**src/rtl/dpll_lock_sequencer.sv**
```systemverilog
// rtl/dpll_lock_sequencer.sv - DPLL lock acquisition, verification and tracking sequencer
module dpll_lock_sequencer #(
    parameter int unsigned SETTLE_CYCLES = 64,
    parameter int unsigned ACQ_TIMEOUT   = 400000,
    parameter int unsigned VERIFY_CYCLES = 20000,
    parameter int unsigned LOSS_CYCLES   = 4000,
    parameter int unsigned MAX_RETRIES   = 3,
    parameter logic [7:0]  QUAL_MIN      = 8'h80
) (
    input  logic       clk,
    input  logic       reset_n,
    input  logic       start,
    input  logic       stop,
    input  logic [1:0] req_rate,
    input  logic       req_rpm_360,
    input  logic       pll_locked,
    input  logic [7:0] lock_quality,
    output logic       pll_enable,
    output logic [1:0] pll_data_rate,
    output logic       pll_rpm_360,
    output logic       busy,
    output logic       lock_ok,
    output logic       fail,
    output logic       lost_lock,
    output logic [1:0] retry_cnt,
    output logic [7:0] loss_cnt,
    output logic [2:0] state
);

    typedef enum logic [2:0] {
        ST_IDLE    = 3'd0,
        ST_SETTLE  = 3'd1,
        ST_ACQUIRE = 3'd2,
        ST_VERIFY  = 3'd3,
        ST_TRACK   = 3'd4,
        ST_FAIL    = 3'd5
    } state_t;

    localparam logic [23:0] SETTLE_LAST = 24'(SETTLE_CYCLES - 1);
    localparam logic [23:0] ACQ_LAST    = 24'(ACQ_TIMEOUT - 1);
    localparam logic [23:0] VERIFY_LAST = 24'(VERIFY_CYCLES - 1);
    localparam logic [23:0] LOSS_LAST   = 24'(LOSS_CYCLES - 1);
    localparam logic [1:0]  RETRY_MAX   = 2'(MAX_RETRIES);

    state_t      state_q, state_n;
    logic [23:0] timer_q, timer_n;
    logic [23:0] loss_ctr_q, loss_ctr_n;
    logic [1:0]  retry_n, rate_n;
    logic [7:0]  loss_cnt_n;
    logic        rpm_n, fail_n, lost_n, restart;
    logic        enable_n, busy_n, lock_ok_n;

    always_comb begin
        state_n    = state_q;
        timer_n    = timer_q + 24'd1;
        loss_ctr_n = '0;
        retry_n    = retry_cnt;
        loss_cnt_n = loss_cnt;
        rate_n     = pll_data_rate;
        rpm_n      = pll_rpm_360;
        fail_n     = fail;
        lost_n     = 1'b0;
        restart    = 1'b0;

        if (stop) begin
            state_n = ST_IDLE;
        end else if (start) begin
            state_n = ST_SETTLE;
            restart = 1'b1;
            rate_n  = req_rate;
            rpm_n   = req_rpm_360;
            retry_n = '0;
            fail_n  = 1'b0;
        end else begin
            case (state_q)
                ST_IDLE: ;
                ST_SETTLE:
                    if (timer_q == SETTLE_LAST) state_n = ST_ACQUIRE;
                ST_ACQUIRE:
                    if (pll_locked && (lock_quality >= QUAL_MIN)) begin
                        state_n = ST_VERIFY;
                    end else if (timer_q == ACQ_LAST) begin
                        if (retry_cnt == RETRY_MAX) begin
                            state_n = ST_FAIL;
                            fail_n  = 1'b1;
                        end else begin
                            state_n = ST_SETTLE;
                            retry_n = retry_cnt + 2'd1;
                        end
                    end
                ST_VERIFY:
                    if (!pll_locked)                state_n = ST_ACQUIRE;
                    else if (timer_q == VERIFY_LAST) state_n = ST_TRACK;
                ST_TRACK:
                    // Loss counter runs only on consecutive unlocked cycles.
                    if (!pll_locked) begin
                        if (loss_ctr_q == LOSS_LAST) begin
                            state_n = ST_ACQUIRE;
                            lost_n  = 1'b1;
                            retry_n = '0;
                            if (loss_cnt != 8'hFF) loss_cnt_n = loss_cnt + 8'd1;
                        end else begin
                            loss_ctr_n = loss_ctr_q + 24'd1;
                        end
                    end
                ST_FAIL: ;
                default: state_n = ST_IDLE;
            endcase
        end

        if (restart || (state_n != state_q)) timer_n = '0;

        enable_n  = (state_n == ST_ACQUIRE) || (state_n == ST_VERIFY) || (state_n == ST_TRACK);
        busy_n    = (state_n == ST_SETTLE) || (state_n == ST_ACQUIRE) || (state_n == ST_VERIFY);
        lock_ok_n = (state_n == ST_TRACK);
    end

    always_ff @(posedge clk or negedge reset_n) begin
        if (!reset_n) begin
            state_q       <= ST_IDLE;
            timer_q       <= '0;
            loss_ctr_q    <= '0;
            retry_cnt     <= '0;
            loss_cnt      <= '0;
            pll_enable    <= 1'b0;
            busy          <= 1'b0;
            lock_ok       <= 1'b0;
            fail          <= 1'b0;
            lost_lock     <= 1'b0;
            pll_data_rate <= 2'b00;
            pll_rpm_360   <= 1'b0;
        end else begin
            state_q       <= state_n;
            timer_q       <= timer_n;
            loss_ctr_q    <= loss_ctr_n;
            retry_cnt     <= retry_n;
            loss_cnt      <= loss_cnt_n;
            pll_enable    <= enable_n;
            busy          <= busy_n;
            lock_ok       <= lock_ok_n;
            fail          <= fail_n;
            lost_lock     <= lost_n;
            pll_data_rate <= rate_n;
            pll_rpm_360   <= rpm_n;
        end
    end

    assign state = state_q;

endmodule

```
**config.mk**
```make
export PLATFORM = sky130hd
export DESIGN_NAME = dpll_lock_sequencer
export DESIGN_NICKNAME = d
export VERILOG_FILES = /design/src/rtl/dpll_lock_sequencer.sv
export SDC_FILE = /design/constraint.sdc
export NUM_CORES = 1
export LEC_CHECK = 0
export ABC_AREA = 1
export ABC_CLOCK_PERIOD_IN_PS = 2700
export BUFFER_PORTS_ARGS = -buffer_cell sky130_fd_sc_hd__buf_2
export CAP_MARGIN = 10
export CORE_ASPECT_RATIO = 0.9
export CORE_MARGIN = 4
export CORE_UTILIZATION = 45
export CTS_CLUSTER_DIAMETER = 30
export DETAILED_ROUTE_END_ITERATION = 6
export PLACE_DENSITY_LB_ADDON = 0.25
export SYNTH_ARGS = -nofsm -noshare
export SYNTH_HDL_FRONTEND = slang
export SYNTH_SLANG_ARGS = --single-unit
```
**constraint.sdc**
```tcl
create_clock -name clk -period 2.7 [get_ports clk]
set_input_delay 0.135 -clock clk [delete_from_list [all_inputs] [get_ports clk]]
set_output_delay 0.135 -clock clk [all_outputs]
set_load 0.05 [all_outputs]
```
### Yosys cells after proc, flatten, opt, wreduce, memory -nomap -nowiden

Cells that the tools add are included.
W data, S select, Z words.

* output and inout port bits: 21
* logic and storage cells: 94
* input port bits: 16
* bits in registers: 69

* $add $sub $neg: 4
* bitwise gates (word level): 3
* order comparisons: 1
* reductions and logical operators: 16
* muxes and demuxes: 36
* eq/ne operators: 22

Operators by type and width (count)
* $mux W24: 6
* $add A24 B1 Y24 const B: 2
* $mux W3: 10
* $eq A24 B12 Y1 const B: 1
* $eq A24 B15 Y1 const B: 1
* $eq A24 B19 Y1 const B: 1
* $eq A24 B6 Y1 const B: 1
* $ne A3 B3 Y1 const B: 5
* $pmux W3 S5: 1
* $eq A3 B2 Y1 const B: 4
* $mux W1: 12
* $mux W2: 6
* $eq A3 B3 Y1 const B: 3
* $add A8 B1 Y8 const B: 1
* $ge A8 B8 Y1 const B: 1
* $ne A8 B8 Y1 const B: 1
* $reduce_and A7 Y1: 1
* $eq A3 B1 Y1 const B: 2
* $reduce_and A6 Y1: 1
* $reduce_bool A2 Y1: 3
* $logic_or A1 B1 Y1: 5
* $reduce_and A5 Y1: 1
* $pmux W2 S2: 1
* $logic_not A3 Y1: 1
* 9 further kinds: 11

### Longest topological paths before layout

Gate-level depths: netlist (run 1).

* depth in word-level cells: 10
* gate-level depth with buffers: 17
* mapped depth without buffers: 16

### Least setup slack after synthesis (run 1)

Ideal clock, no wire load.

* kind: register to register
* start point: register state_q[2], in the netlist state[2]
* end point: register loss_cnt[7]
* clock period less this slack: 2130 ps
* required time: 2559 ps
* cell stages (with the launch flop): 8
* path buffers: 0
* setup time: 141 ps
* path slack: 570 ps
* arrival: 1989 ps
* path through: dfrtp_1 > inv_1 > nor3_1 > nand4_1 > nand3b_1 > nor2_1 > nand4_1 > xnor2_1

* cells in the longest elaborated chain, start to end: 2

Ends and longest elaborated chain
* start: declaration: line 45 `state_t state_q, state_n;`
* start signal: assignment: line 133 `state_q <= state_n;`
* $eq A3 B3 Y1: line 75 `case (state_q)`
* $reduce_and A6 Y1 (no source line)
* end signal: assignment: line 137 `loss_cnt <= loss_cnt_n;`
* end: declaration: line 26 `output logic [7:0] loss_cnt,`

Every way passes these cells.
A chain may end at the register's enable or synchronous reset.

### Worst setup path after layout (run 1)

* start point: register loss_ctr_q[0]
* end point: register loss_cnt[7]

* cells in the longest elaborated chain, start to end: 2

Ends and longest elaborated chain
* start: declaration: line 47 `logic [23:0] loss_ctr_q, loss_ctr_n;`
* start signal: assignment: line 135 `loss_ctr_q <= loss_ctr_n;`
* $eq A24 B12 Y1: line 97 `if (loss_ctr_q == LOSS_LAST) begin`
* $reduce_and A6 Y1 (no source line)

Every way passes these cells.

==> impl_metrics.env, run 1 <==
export IMPL_cts_root_buf="clkbuf_8"
export IMPL_data_required_time_of_the_worst_path_ns=2.94
export IMPL_post_route_cells_drive_above_1_share_pct=16.5
export IMPL_tcrit_tclk_final_pct=85.2
export IMPL_synth_seq_cells=69
export IMPL_cts_buffers=9
export IMPL_final_cells=660
export IMPL_worst_setup_path_type="register to register"
export IMPL_final_antenna_net_count=0
export IMPL_tritoncts="built"
export IMPL_die_area_sq_um=10200
export IMPL_grt_setup_unrepaired="false"
export IMPL_rr_worst_depth=9
export IMPL_hpwl_mm=5.91
export IMPL_fmaxAchievable_ghz=0.435
export IMPL_finalPower_mw=2.30
export IMPL_worst_endpoint_data_arrival_time_ns=2.54
export IMPL_slew_headroom_pct=51.7
export IMPL_synth_compound_area_share_pct=5.57
export IMPL_ys_dominant_reg_cell="dfrtp_1"
export IMPL_synth_commonest_cells="nand2_1, nor2_1, dfrtp_1"
export IMPL_number_of_global_route_vias_before_repair=3085
export IMPL_area_delta_synth_final_pct=13.8
export IMPL_dominant_cell_by_count_in_the_synthesized_netlist="nand2_1"
export IMPL_first_iter_violations=239
export IMPL_synth_largest_area_cell="dfrtp_1"
export IMPL_reg2reg_to="loss_cnt[7]"
export IMPL_routed_len_inst_um=11.8
export IMPL_cts_hold_buf=1
export IMPL_yosysSeqAreaShare_pct=44.2
export IMPL_cts_clk_slew_worst_paths_ns=0.07
export IMPL_cts_sink_count=69
export IMPL_grt_antenna_before_repair=0
export IMPL_worstSetupStartpointType="register"
export IMPL_globalplace_congestion=0.922
export IMPL_overall_die_width_um=106
export IMPL_synth_edf_count=0
export IMPL_post_cts_buffers=0
export IMPL_postRouteWirelength_mm=7.80
export IMPL_mappedNetlistNets=523
export IMPL_syn_inst=503
export IMPL_number_of_hold_violations_in_the_final_report=0
export IMPL_largest_net_degree_at_the_start_of_global_routing=38
export IMPL_drv_max_cap_violation_count=0
export IMPL_drc_errors=0
export IMPL_clock_skew_final_ns=0.00742
export IMPL_min_to="pll_data_rate[0]"
export IMPL_synth_fa_ha_area_share_pct=1.28
export IMPL_io_pin_count=37
export IMPL_post_drt_via_cell_ratio=5.01
export IMPL_postCtsResizedCells=0
export IMPL_worst_slew_pin_transition_ns=0.724
export IMPL_total_leakage_power_nw=2.11
export IMPL_buffer_ports_inserted=29
export IMPL_setup_viol_count_final=0
export IMPL_synth_top_cells_by_area="dfrtp_1, nand2_1, nor2_1"
export IMPL_die_height_um=96.4
export IMPL_hold_path_depth=2
export IMPL_worstHoldStart="req_rate[0]"
export IMPL_slew_viols_final=0
export IMPL_post_synth_xor_area_fraction_pct=6.05
export IMPL_dpl_cell_area_sq_um=4180
export IMPL_result_of_the_run="finished, final reports clean"
export IMPL_synth_top_family_by_area="simple AND/OR/NAND/NOR gates"
export IMPL_count_of_vias_placed_by_the_detailed_router=3309
export IMPL_fin_crit_ns=2.30
export IMPL_clockBufferDepth=2
export IMPL_netlist_area_sq_um=3910
export IMPL_hp_class="input pin to register"
export IMPL_number_of_cells_after_detailed_placement=643
export IMPL_clock_tree_htree_level_count=3
export IMPL_groute_usage_overall_pct=16.9
export IMPL_yosysTopAreaCellShare_pct=44.2
export IMPL_post_synth_cell_area_avg_sq_um=7.77
export IMPL_yosys_cell_types_count=35
export IMPL_fin_area_sq_um=4450
export IMPL_design_core_area_sq_um=8260
export IMPL_firstDrtPassIters=5
export IMPL_total_number_of_yosys_warnings=0
export IMPL_setup_tns_ns=0
export IMPL_grt_first_pass_wirelength_mm=13.9
export IMPL_cp_end_kind="register"
export IMPL_rrSetupSlack_ns=0.40
export IMPL_critical_path_max_fanout=3
export IMPL_share_of_flip_flops_with_an_asynchronous_set_or_reset_after_synthesis_pct=100
export IMPL_worst_ir_drop_vdd_mv=0.242
export IMPL_synth_mux_area_share_pct=1.15
export IMPL_grt_overflow=0
export IMPL_clock_insertion_delay_worst_skew_ns=0.35
export IMPL_antenna_cells=0
export IMPL_nets=560
export IMPL_worst_hold_slack_ns=0.0224
export IMPL_power_density_nw_per_um2=517
export IMPL_synth_simple_area_share_pct=34.4
export IMPL_row_count=31
export IMPL_initial_cell_density_of_the_core_pct=47.3
export IMPL_r2r_start="loss_ctr_q[0]"
-- state kept, by name, indices dropped and copies added, names as in the netlist --
signal         cells
loss_cnt           8
pll_enable         1
busy               1
timer_q           24
retry_cnt          2
lock_ok            1
fail               1
state              3
pll_data_rate      2
pll_rpm_360        1
lost_lock          1
loss_ctr_q        24
-- kinds of logic (layout without fill, tap and decap cells) --
family                   after synthesis  in the layout
flip-flops                            69             69
XOR/XNOR                              27             27
buffers and inverters                 69            111
AND/OR/NAND/NOR                      291            291
AO/OA/AOI/OAI                         39             39
multiplexers                           4              4
adder cells (fa/ha/maj)                4              4
-- cells in the final DEF (no fill, tap or decap), types with 2 or more instances in the layout --
master,instances
nand2_2,4
inv_1,60
nor4_1,4
nor2_1,85
and3_1,2
nor2_2,26
ha_1,4
xor2_1,20
nor3b_1,2
and2_1,2
buf_4,2
nor2_4,2
xnor2_1,7
dfrtp_1,69
o21a_1,2
nand3_1,36
clkbuf_8,11
nor3_1,12
nand3_2,3
mux2_2,4
nand2_1,95
o211a_1,2
bufinv_16,3
nand4_1,15
o21ai_0,17
a21oi_1,14
buf_2,29
-- per-stage QoR --
step / setup slack [ns] / utilization (%)
2_1_floorplan: 0.570 / -
3_3_place_gp: 0.423 / 50.6
3_5_place_dp: 0.393 / 50.6
4_1_cts: 0.368 / 53.8
5_1_grt: 0.106 / 53.8
6_report: 0.400 / 53.8
-- final cells by class --
class / instances / area [sq um]
repair buffers: 33 / 190
multi-input cells: 365 / 1890
inverters: 62 / 233
clock buffers: 11 / 151
clock inverters: 5 / 106
fillers: 799 / 3820
flip-flops and latches: 69 / 1730
well taps: 115 / 144
-- how the worst max path moves through the flow --
stage / from / end / cells past startpoint
after floorplan: state[2] / loss_cnt[7] / 7
after global placement: timer_q[0] / timer_q[0] / 15
after detailed placement: loss_ctr_q[0] / loss_cnt[7] / 9
after CTS: loss_ctr_q[0] / loss_cnt[7] / 9
after global routing: timer_q[0] / timer_q[0] / 14
final: loss_ctr_q[0] / loss_cnt[7] / 9
-- power by group --
part           leakage, nW  switching [mW]  internal (mW)
Sequential           0.951          0.0162           1.05
Clock                0.126           0.396          0.665
Combinational         1.03           0.125         0.0431
Total                 2.11           0.538           1.76
-- critical path, stage by stage, from the launching register on --
cell and delay (ns):
dfrtp_1 0.37, ha_1 0.19, nand2_1 0.07, nor2_1 0.20, nand3_1 0.17, nor4_1 0.43, nand3b_1 0.22, nor2_1 0.25
nand4_1 0.13, xnor2_1 0.14
-- routing by layer --
metal,track usage [%],wire [um]
met4,4.85,83
met5,0,0
met2,25.8,3460
met1,23.6,3830
met3,4.72,421
Note: power is estimated with default switching activity, not from simulation.
==> inputs of run 2 (changes only) <==
- CORE_UTILIZATION: 45 -> 59
==> run 2 against run 1 <==
Compared with the run above: cell area fell by 1.5%; final cell count down 4.1%; highest routed layer unchanged; sequential cell count did not move; sequential share of layout area increased by 0.60 points.
==> impl_metrics.env, run 2 (synthesis gave the netlist of run 1 again) <==
export IMPL_result_of_the_run="finished, final reports clean"
export IMPL_postRouteWirelength_mm=8.26
export IMPL_rr_worst_depth=15
export IMPL_tcrit_tclk_final_pct=85.6
export IMPL_worst_slew_pin_transition_ns=0.575
export IMPL_cp_top_family="simple AND/OR/NAND/NOR gates"
export IMPL_filler_cell_count=505
export IMPL_fin_crit_ns=2.31
export IMPL_internal_power_mw=1.63
export IMPL_final_cell_mix="nand2_1, nor2_1, dfrtp_1"
export IMPL_cts_root_buf="clkbuf_8"
export IMPL_r2r_start="loss_ctr_q[0]"
export IMPL_drc_errors=0
export IMPL_multi_input_comb_area_sq_um=1890
export IMPL_slew_viols_final=0
export IMPL_grt_antenna_before_repair=0
export IMPL_fmaxAchievable_ghz=0.432
export IMPL_pwr_share_clk_pct=43.3
export IMPL_worst_endpoint_data_arrival_time_ns=2.53
export IMPL_worst_setup_path_type="register to register"
export IMPL_mostFrequentLayoutCell="nand2_1"
export IMPL_total_leakage_power_nw=2.10
export IMPL_initial_cell_density_of_the_core_pct=62.2
export IMPL_post_drt_via_cell_ratio=5.28
export IMPL_cts_hold_buf=1
export IMPL_switchingPower_mw=0.558
export IMPL_io_pin_count=37
export IMPL_post_route_util_pct=69.7
export IMPL_row_count=27
export IMPL_grt_setup_unrepaired="false"
export IMPL_worstHoldStart="req_rate[1]"
export IMPL_die_area_sq_um=7990
export IMPL_path_common_cell="nor2_1"
export IMPL_cts_sink_count=69
export IMPL_power_combinational_fraction_pct=7.8
export IMPL_cts_clk_slew_worst_paths_ns=0.08
export IMPL_count_of_vias_placed_by_the_detailed_router=3345
export IMPL_final_antenna_net_count=0
export IMPL_grt_overflow=0
export IMPL_drv_max_cap_violation_count=0
export IMPL_buffer_ports_inserted=29
export IMPL_hp_class="input pin to register"
export IMPL_hpwl_mm=6.23
export IMPL_cp_end_kind="register"
export IMPL_design_core_area_sq_um=6280
export IMPL_clockBufferDepth=2
export IMPL_clock_skew_final_ns=0.00986
export IMPL_data_required_time_of_the_worst_path_ns=2.91
export IMPL_min_to="pll_data_rate[1]"
export IMPL_largest_net_degree_at_the_start_of_global_routing=27
export IMPL_reg_top3="loss_ctr_q (24), timer_q (24), loss_cnt (8)"
export IMPL_reg2reg_to="timer_q[23]"
export IMPL_overall_die_width_um=93.8
export IMPL_hold_path_depth=2
export IMPL_number_of_global_route_vias_before_repair=3266
export IMPL_post_route_cells_drive_above_1_share_pct=16.7
export IMPL_power_share_switching_pct=25.5
export IMPL_worst_ir_drop_vdd_mv=0.437
export IMPL_post_cts_buffers=0
export IMPL_tritoncts="built"
export IMPL_crit_path_top_delay_cell="dfrtp_1"
export IMPL_final_seq_area_sq_um=1730
export IMPL_rrSetupSlack_ns=0.39
export IMPL_die_height_um=85.2
export IMPL_globalplace_congestion=0.905
export IMPL_worst_hold_slack_ns=0.0215
export IMPL_grt_first_pass_wirelength_mm=14.5
export IMPL_clock_tree_htree_level_count=3
export IMPL_groute_usage_overall_pct=22.5
export IMPL_power_density_nw_per_um2=500
export IMPL_path_cells="ha_1, nand2_1, nor2_1, nand3_1, nor2_1, nand4_1, nand2_1, inv_1, nand3_2, nand2_2, nor2_1, nor2_2, nand2_2, buf_4, nor2_1"
export IMPL_finalPower_mw=2.19
export IMPL_antenna_cells=0
export IMPL_sequentialPowerShare_pct=48.9
export IMPL_critical_path_max_fanout=24
export IMPL_clock_insertion_delay_worst_skew_ns=0.34
export IMPL_nets=561
export IMPL_postCtsResizedCells=0
export IMPL_firstDrtPassIters=5
export IMPL_max_stage_delay_ns=0.37
export IMPL_path_buf_inv=2
export IMPL_routed_len_inst_um=13.0
export IMPL_worstSetupStartpointType="register"
export IMPL_setup_viol_count_final=0
export IMPL_number_of_hold_violations_in_the_final_report=0
export IMPL_area_delta_synth_final_pct=12.1
export IMPL_first_iter_violations=210
export IMPL_slew_headroom_pct=61.7
export IMPL_setup_tns_ns=0
export IMPL_cts_buffers=9
run 2: cell types whose count changed in the layout (fill, tap and decap cells not counted):
cell	previous run	this run
buf_12	1	0
inv_8	0	1
inv_6	0	1
clkinvlp_4	1	0
buf_4	2	4
bufinv_16	3	2
clkinv_4	1	3
clkbuf_8	11	9
run 2: per-stage QoR:
step	setup WS (ns)	area [sq um]	cells
final	0.388	4380	633
after global routing	0.119	4380	633
after detailed placement	0.417	4140	616
after CTS	0.375	4380	633
after global placement	0.504	4140	616
after floorplan	0.570	3910	503
run 2: power by group through the flow:
stage               combinational [mW]  clock (mW)  sequential, mW
floorplan                       0.0658           0            1.14
global placement                 0.167           0            1.09
CTS                              0.174       0.970            1.07
global route                     0.189        1.02            1.07
detailed placement               0.172           0            1.09
finish                           0.171       0.946            1.07
run 2: layer usage:
layer | wire, um | up-vias | share of wire (%) | track usage (%)
met5 | 0 | - | 0 | 0
met4 | 133 | 0 | 1.6 | 6.56
met3 | 380 | 17 | 4.6 | 6.12
met2 | 4030 | 85 | 49 | 36.6
met1 | 3710 | 1551 | 45 | 29.6
li1 | - | 1692 | - | -
run 2: cell type report:
class / instances / area share, %
Tap cell: 87 / 2.49
Clock buffer: 9 / 2.83
Multi-Input combinational cell: 365 / 43.3
Sequential cell: 69 / 39.4
Clock inverter: 7 / 2.43
Inverter: 62 / 5.32
Timing Repair Buffer: 34 / 4.23
run 2: worst max path at each step:
stage	startpoint	end	slack [ns]	depth (start not counted)
after floorplan	state[2]	loss_cnt[7]	0.57	7
after global placement	loss_ctr_q[0]	timer_q[23]	0.50	15
after detailed placement	loss_ctr_q[0]	timer_q[0]	0.42	15
after CTS	loss_ctr_q[0]	timer_q[0]	0.37	15
after global routing	timer_q[0]	timer_q[0]	0.12	15
final	loss_ctr_q[0]	timer_q[23]	0.39	15
